`src/rtl/led_cube_pkg.sv`:
```
`timescale 1ns/1ps
// led_cube_pkg
// Shared frame geometry and scheduler state encoding for the LED cube frame
// scheduler and its double-buffered frame store.
package led_cube_pkg;

    localparam int FRAME_BYTES = 64;  // 8 layers x 8 latch bytes
    localparam int ADDR_W      = 6;   // {layer, latch}
    localparam int BYTE_W      = 8;

    typedef enum logic [1:0] {
        IDLE     = 2'd0,
        RUN      = 2'd1,
        STOPPING = 2'd2,
        DRAIN    = 2'd3
    } sched_state_t;

endpackage

```
`src/rtl/cube_frame_buffer.sv`:
```
`timescale 1ns/1ps
// cube_frame_buffer
// Double-buffered 64-byte frame store. The host fills the back bank through a
// byte stream; the driver reads the front bank combinationally. A completed
// back frame is held (pending) until the scheduler requests a swap.
//
// Ports:
//   clk, rst_n   clock, asynchronous active-low reset (clears both banks)
//   wr_valid     host byte valid
//   wr_sof       restart the frame: this byte lands at index 0
//   wr_data      host byte
//   wr_ready     back bank writable (no pending frame)
//   swap         exchange front/back banks and clear pending
//   addr         driver read address
//   rd_data      front_bank[addr]
//   pending      a complete frame waits in the back bank
module cube_frame_buffer
    import led_cube_pkg::*;
(
    input  logic              clk,
    input  logic              rst_n,
    input  logic              wr_valid,
    input  logic              wr_sof,
    input  logic [BYTE_W-1:0] wr_data,
    output logic              wr_ready,
    input  logic              swap,
    input  logic [ADDR_W-1:0] addr,
    output logic [BYTE_W-1:0] rd_data,
    output logic              pending
);

    logic [BYTE_W-1:0] bank0_q [FRAME_BYTES];
    logic [BYTE_W-1:0] bank0_d [FRAME_BYTES];
    logic [BYTE_W-1:0] bank1_q [FRAME_BYTES];
    logic [BYTE_W-1:0] bank1_d [FRAME_BYTES];
    logic              front_q, front_d;     // 0: bank0 is front
    logic [ADDR_W-1:0] wr_ptr_q, wr_ptr_d;
    logic              pending_q, pending_d;
    logic              wr_fire;
    logic [ADDR_W-1:0] wr_idx;

    always_comb begin
        bank0_d   = bank0_q;
        bank1_d   = bank1_q;
        front_d   = front_q;
        wr_ptr_d  = wr_ptr_q;
        pending_d = pending_q;
        wr_fire   = wr_valid && !pending_q;
        wr_idx    = wr_sof ? '0 : wr_ptr_q;

        if (wr_fire) begin
            if (front_q) begin
                bank0_d[wr_idx] = wr_data;
            end else begin
                bank1_d[wr_idx] = wr_data;
            end
            // Pointer wraps 63 -> 0 naturally with the 6-bit width.
            wr_ptr_d = wr_idx + ADDR_W'(1);
            if (wr_idx == ADDR_W'(FRAME_BYTES - 1)) begin
                pending_d = 1'b1;
            end
        end

        // A swap is only requested while pending, when no write can be
        // accepted, so write and swap never collide.
        if (swap) begin
            front_d   = !front_q;
            pending_d = 1'b0;
        end
    end

    always_ff @(posedge clk or negedge rst_n) begin
        if (!rst_n) begin
            for (int i = 0; i < FRAME_BYTES; i++) begin
                bank0_q[i] <= '0;
                bank1_q[i] <= '0;
            end
            front_q   <= 1'b0;
            wr_ptr_q  <= '0;
            pending_q <= 1'b0;
        end else begin
            bank0_q   <= bank0_d;
            bank1_q   <= bank1_d;
            front_q   <= front_d;
            wr_ptr_q  <= wr_ptr_d;
            pending_q <= pending_d;
        end
    end

    always_comb begin
        rd_data  = front_q ? bank1_q[addr] : bank0_q[addr];
        wr_ready = !pending_q;
        pending  = pending_q;
    end

endmodule

```
`src/rtl/led_cube_frame_scheduler.sv`:
```
`timescale 1ns/1ps
// led_cube_frame_scheduler
// Sequences the single-frame cube driver across an animation: owns the
// double-buffered frame store, swaps banks at frame boundaries after a
// programmable hold count, and generates the driver start/stop handshake.
//
// Optional build macro LED_CUBE_SCHED_BLANK_EN: when the hold expires with no
// new frame pending, the cube goes dark (data_to_latch=0) until the next swap.
// Without it the last frame repeats indefinitely.
//
// Ports:
//   clk, rst_n     clock, asynchronous active-low reset
//   enable         run animation while high
//   frame_hold     passes per frame (0 treated as 1), sampled at each swap
//   wr_valid/wr_sof/wr_data/wr_ready   host byte stream into the back bank
//   addr           driver read address, data_to_latch = front_bank[addr]
//   frame_done     driver end-of-pass pulse
//   start          one-cycle driver start pulse
//   stop           driver stop level
//   swap_pulse     one cycle, the cycle after a bank swap
//   running        high in RUN
//   frames_shown   frame_done count while in RUN (wraps)
module led_cube_frame_scheduler
    import led_cube_pkg::*;
#(
    parameter int HOLD_W       = 8,
    parameter int CNT_W        = 16,
    parameter int DRAIN_CYCLES = 1024
) (
    input  logic              clk,
    input  logic              rst_n,
    input  logic              enable,
    input  logic [HOLD_W-1:0] frame_hold,
    input  logic              wr_valid,
    input  logic              wr_sof,
    input  logic [BYTE_W-1:0] wr_data,
    output logic              wr_ready,
    input  logic [ADDR_W-1:0] addr,
    input  logic              frame_done,
    output logic [BYTE_W-1:0] data_to_latch,
    output logic              start,
    output logic              stop,
    output logic              swap_pulse,
    output logic              running,
    output logic [CNT_W-1:0]  frames_shown
);

    localparam int DRAIN_W = $clog2(DRAIN_CYCLES + 1);

    sched_state_t       state_q, state_d;
    logic [HOLD_W-1:0]  hold_cnt_q, hold_cnt_d;
    logic [DRAIN_W-1:0] drain_cnt_q, drain_cnt_d;
    logic [CNT_W-1:0]   frames_shown_q, frames_shown_d;
    logic               start_q, start_d;
    logic               swap_pulse_q, swap_pulse_d;
`ifdef LED_CUBE_SCHED_BLANK_EN
    logic               blank_q, blank_d;
`endif
    logic               swap;
    logic               pending;
    logic [BYTE_W-1:0]  rd_data;
    logic [HOLD_W-1:0]  hold_load;

    cube_frame_buffer u_buf (
        .clk      (clk),
        .rst_n    (rst_n),
        .wr_valid (wr_valid),
        .wr_sof   (wr_sof),
        .wr_data  (wr_data),
        .wr_ready (wr_ready),
        .swap     (swap),
        .addr     (addr),
        .rd_data  (rd_data),
        .pending  (pending)
    );

    always_ff @(posedge clk or negedge rst_n) begin
        if (!rst_n) begin
            state_q        <= IDLE;
            hold_cnt_q     <= HOLD_W'(1);
            drain_cnt_q    <= '0;
            frames_shown_q <= '0;
            start_q        <= 1'b0;
            swap_pulse_q   <= 1'b0;
`ifdef LED_CUBE_SCHED_BLANK_EN
            blank_q        <= 1'b0;
`endif
        end else begin
            state_q        <= state_d;
            hold_cnt_q     <= hold_cnt_d;
            drain_cnt_q    <= drain_cnt_d;
            frames_shown_q <= frames_shown_d;
            start_q        <= start_d;
            swap_pulse_q   <= swap_pulse_d;
`ifdef LED_CUBE_SCHED_BLANK_EN
            blank_q        <= blank_d;
`endif
        end
    end

    always_comb begin
        state_d        = state_q;
        hold_cnt_d     = hold_cnt_q;
        drain_cnt_d    = drain_cnt_q;
        frames_shown_d = frames_shown_q;
        start_d        = 1'b0;
        swap_pulse_d   = 1'b0;
        swap           = 1'b0;
`ifdef LED_CUBE_SCHED_BLANK_EN
        blank_d        = blank_q;
`endif
        hold_load      = (frame_hold == '0) ? HOLD_W'(1) : frame_hold;

        case (state_q)
            IDLE: begin
                if (enable && pending) begin
                    swap    = 1'b1;
                    start_d = 1'b1;
                    state_d = RUN;
                end
            end
            RUN: begin
                if (frame_done) begin
                    frames_shown_d = frames_shown_q + CNT_W'(1);
                end
                if (!enable) begin
                    state_d = STOPPING;
                end
            end
            STOPPING: begin
                if (frame_done) begin
                    state_d     = DRAIN;
                    drain_cnt_d = '0;
                end else if (enable) begin
                    state_d = RUN;
                end
            end
            DRAIN: begin
                // Driver needs this long to finish its last layer and park.
                if (drain_cnt_q == DRAIN_W'(DRAIN_CYCLES - 1)) begin
                    state_d = IDLE;
                end else begin
                    drain_cnt_d = drain_cnt_q + DRAIN_W'(1);
                end
            end
            default: state_d = IDLE;
        endcase

        // Frame boundary: the swap decision sees the registered pending flag,
        // so a frame completing in this same cycle waits for the next pass.
        if ((state_q == RUN || state_q == STOPPING) && frame_done) begin
            if (hold_cnt_q > HOLD_W'(1)) begin
                hold_cnt_d = hold_cnt_q - HOLD_W'(1);
            end else if (pending) begin
                swap = 1'b1;
            end
`ifdef LED_CUBE_SCHED_BLANK_EN
            else begin
                blank_d = 1'b1;
            end
`endif
        end

        if (swap) begin
            hold_cnt_d   = hold_load;
            swap_pulse_d = 1'b1;
`ifdef LED_CUBE_SCHED_BLANK_EN
            blank_d      = 1'b0;
`endif
        end
    end

    always_comb begin
        stop         = (state_q == IDLE) || (state_q == DRAIN);
        running      = (state_q == RUN);
        start        = start_q;
        swap_pulse   = swap_pulse_q;
        frames_shown = frames_shown_q;
`ifdef LED_CUBE_SCHED_BLANK_EN
        data_to_latch = blank_q ? '0 : rd_data;
`else
        data_to_latch = rd_data;
`endif
    end

endmodule
```
`config.mk`:
```
export PLATFORM = sky130hd
export DESIGN_NAME = led_cube_frame_scheduler
export DESIGN_NICKNAME = d
export VERILOG_FILES = /design/src/rtl/led_cube_pkg.sv /design/src/rtl/cube_frame_buffer.sv /design/src/rtl/led_cube_frame_scheduler.sv
export SDC_FILE = /design/constraint.sdc
export NUM_CORES = 2
export LEC_CHECK = 0
export CAP_MARGIN = 20
export CORE_MARGIN = 3
export CORE_UTILIZATION = 40
export CTS_BUF_LIST = sky130_fd_sc_hd__clkbuf_4 sky130_fd_sc_hd__clkbuf_8 sky130_fd_sc_hd__clkbuf_16
export DETAILED_ROUTE_END_ITERATION = 10
export PLACE_DENSITY = 0.65
export RECOVER_POWER = 50
export SLEW_MARGIN = 20
export SYNTH_ARGS = -nofsm -noshare
export SYNTH_HDL_FRONTEND = slang
export SYNTH_HIERARCHICAL = 1
export SYNTH_SLANG_ARGS = --single-unit
```
`constraint.sdc`:
```
create_clock -name clk -period 4.91 [get_ports clk]
set_clock_uncertainty 0.1 [all_clocks]
set_input_delay 0.982 -clock clk [delete_from_list [all_inputs] [get_ports clk]]
set_output_delay 0.982 -clock clk [all_outputs]
set_load 0.02 [all_outputs]
```
==> flow_metrics.tcl <==
set metrics [dict create \
    syn_area_mm2 0.0491 \
    core_mm2 0.121 \
    ys_ff_latch 1071 \
    nNetsFinal 3188 \
    hold_class "reg2reg" \
    firstDrtPassIters 7 \
    dp_cells 4636 \
    clk_latency_ns 0.72 \
    dieWidth_um 356 \
    violations "max-capacitance violations, max-slew violations" \
    io_buffers 56 \
    synth_xor_area_share_pct 0.286 \
    rsz0062_at_grt "yes" \
    io_pins 57 \
    synth_nets 3092 \
    grt_pass1_vias 29049 \
    maxCapViolations 3 \
    synth_warnings 6 \
    fmax_mhz 205 \
    power_density_mw_per_mm2 376 \
    fin_area_mm2 0.0563 \
    rows 127 \
    grt_max_degree 95 \
    tns_ns 0 \
    cts_buffers 114 \
    area_growth_pct 14.8 \
    synth_top_family_by_area "multiplexers" \
    synth.top_cell.area_share_pct 54.6 \
    stdcell_count 4857 \
    yosys-top-cells-area "dfrtp_1 (55%), mux2_2 (24%), mux4_2 (15%), clkbuf_1 (1.4%), nand2_1 (1.1%)" \
    worstPathRequired_ns 3.83 \
    finalCriticalPeriod_ns 4.87 \
    cts_buffer_depth 3 \
    startpoint_type "input port" \
    h-tree-depth 3 \
    path_clk_slew_ns 0.05 \
    antenna_found_initial 3 \
    drt_iter0_markers 2029 \
    vdd_drop_max_uv 287 \
    cts_sinks 1071 \
    yosys.area_share.adder_pct 0.230 \
    die_h_um 356 \
    async_flop_share_pct 100 \
    total_power_mw 21.2 \
    whs_ns 0.371 \
    place_congestion 0.798 \
    ant_nets 0 \
    yosys.area_share.simple_pct 2.69 \
    cp.arrival_ns 3.79 \
    run_status "finished with violations" \
    totalWireLength_um 123000 \
    setup-violations-final 0 \
    netlist.top_cell.by_area "dfrtp_1" \
    cts_tree "yes" \
    drc 0 \
    relSlewSlack_pct -93.7 \
    yosysSeqAreaShare_pct 54.6 \
    ys_top_cells_by_count "dfrtp_1 (1070), mux2_2 (1034), mux4_2 (336), clkbuf_1 (185), nand2_1 (143)" \
    avgViaCountPerCell 5.67 \
    synth_area_per_cell_um2 16.1 \
    path_max_fanout 12 \
    wl_per_cell_um 25.3 \
    worst_setup_path_end_kind "output port" \
    p_leak_nw 27.0 \
    synth-edff-count 0 \
    maxSlewViolCount 124 \
    tightest_slew_ns 2.90 \
    hpwl_um 79300 \
    synthDistinctLibCells 63 \
    grt.overflow.total 0 \
    die_area_mm2 0.127 \
    place_area_mm2 0.0524 \
    track_usage_pct 19.7 \
    synthCells 3055 \
    grt_pass1_wl_um 191000 \
    synth_most_common_cell "dfrtp_1" \
    drive_gt1_share_pct 54.4 \
    cts_hold_buf 0 \
    min_period_over_period_pct 99.2 \
    synth_mux_area_share_pct 39.2 \
    synth_ff_type "dfrtp_1" \
    clockRootBuffer "clkbuf_16" \
    start_util_pct 40.6 \
    hold_violations 0 \
    vias 27517 \
    critical_path_class "in2out" \
    synth_compound_area_share_pct 0.916 \
]
-- sequential cells by signal, indices dropped and copies added, names as in the netlist --
signal          flops
state_q             2
drain_cnt_q        11
hold_cnt_q          8
u_buf/bank0_q     512
u_buf/pending       1
u_buf/wr_ptr_q      6
u_buf/bank1_q     512
swap_pulse          1
start               1
u_buf/front_q       1
frames_shown       16
-- per-stage QoR --
step / util [%] / setup WS [ns]
3_5_place_dp: 43.4 / -0.322
4_1_cts: 46.8 / 0.00598
2_1_floorplan: - / 0.413
6_report: 46.7 / 0.0398
5_1_grt: 46.7 / -0.00205
3_3_place_gp: 43.4 / -0.347
-- metal layers --
| layer | vias to the layer above | routed length, um | global-route usage [%] |
|---|---|---|---|
| met5 | - | 13 | 0 |
| met4 | 2 | 3030 | 5.08 |
| met3 | 185 | 5610 | 3.36 |
| met2 | 556 | 57400 | 30.7 |
| met1 | 15061 | 56900 | 28.8 |
| li1 | 11713 | - | - |
-- final cells by class --
type / count / area (um^2)
fillers: 10505 / 64400
multi-input cells: 1732 / 21300
clock inverters: 39 / 462
inverters: 15 / 56.3
repair buffers: 217 / 2230
diodes: 1 / 2.50
flip-flops and latches: 1071 / 26800
clock buffers: 170 / 3490
well taps: 1612 / 2020
-- worst max-delay path, cell delays in order --
cell             delay [ns]
buf_16                 0.16
buf_16                 0.18
buf_12                 0.18
mux4_2                 0.54
mux4_2                 0.53
mux4_2                 0.55
mux2_2                 0.34
clkdlybuf4s15_2        0.27
-- final timing paths --
check	startpoint	end	slack (ns)	cells past startpoint
worst max-delay path	addr[0]	data_to_latch[2]	0.04	8
worst min-delay path	frames_shown[15]	frames_shown[15]	0.37	1
worst max register to register	u_buf/pending	hold_cnt_q[2]	1.70	6
worst min register to register	frames_shown[15]	frames_shown[15]	0.37	1
max in group asynchronous	rst_n	u_buf/bank1_q[148]	0.78	2
min in group asynchronous	rst_n	u_buf/bank0_q[16]	1.07	1
-- placed cells by master, fill, tap and decap left out, types with 13 or more instances in the layout --
master / count
clkdlybuf4s50_1: 32
nor2_1: 28
o21ai_0: 13
clkbuf_1: 19
mux4_2: 336
buf_12: 32
inv_1: 13
and2_1: 14
nand2_1: 143
nand3_1: 13
buf_4: 97
mux2_2: 1030
clkbuf_16: 115
a21oi_1: 13
dfrtp_1: 1070
clkbuf_4: 24
clkinv_2: 24
clkbuf_8: 35
-- where the power goes --
part | switching (mW) | internal (mW) | leakage [nW]
clock network | 3.63 | 5.23 | 1.99
logic | 1.40 | 1.16 | 10.1
registers | 0.369 | 9.37 | 14.8
-- cell families (layout without fill, tap and decap cells) --
family	Yosys count	in the layout
multiplexers	1371	1371
flip-flops	1071	1071
AND/OR/NAND/NOR	272	272
buffers and inverters	252	441
AO/OA/AOI/OAI	64	64
XOR/XNOR	16	16
adder cells (fa/ha/maj)	9	9
other	0	1
-- timing repair --
| item | CTS | global route |
|---|---|---|
| buffers inserted | 2 | 5 |
| endpoints found under the setup margin | 8 | 6 |
| resized for setup | 38 | 5 |
| pin swaps | 0 | 0 |
| gates cloned | 3 | 1 |
Note: power is estimated with default switching activity, not from simulation.
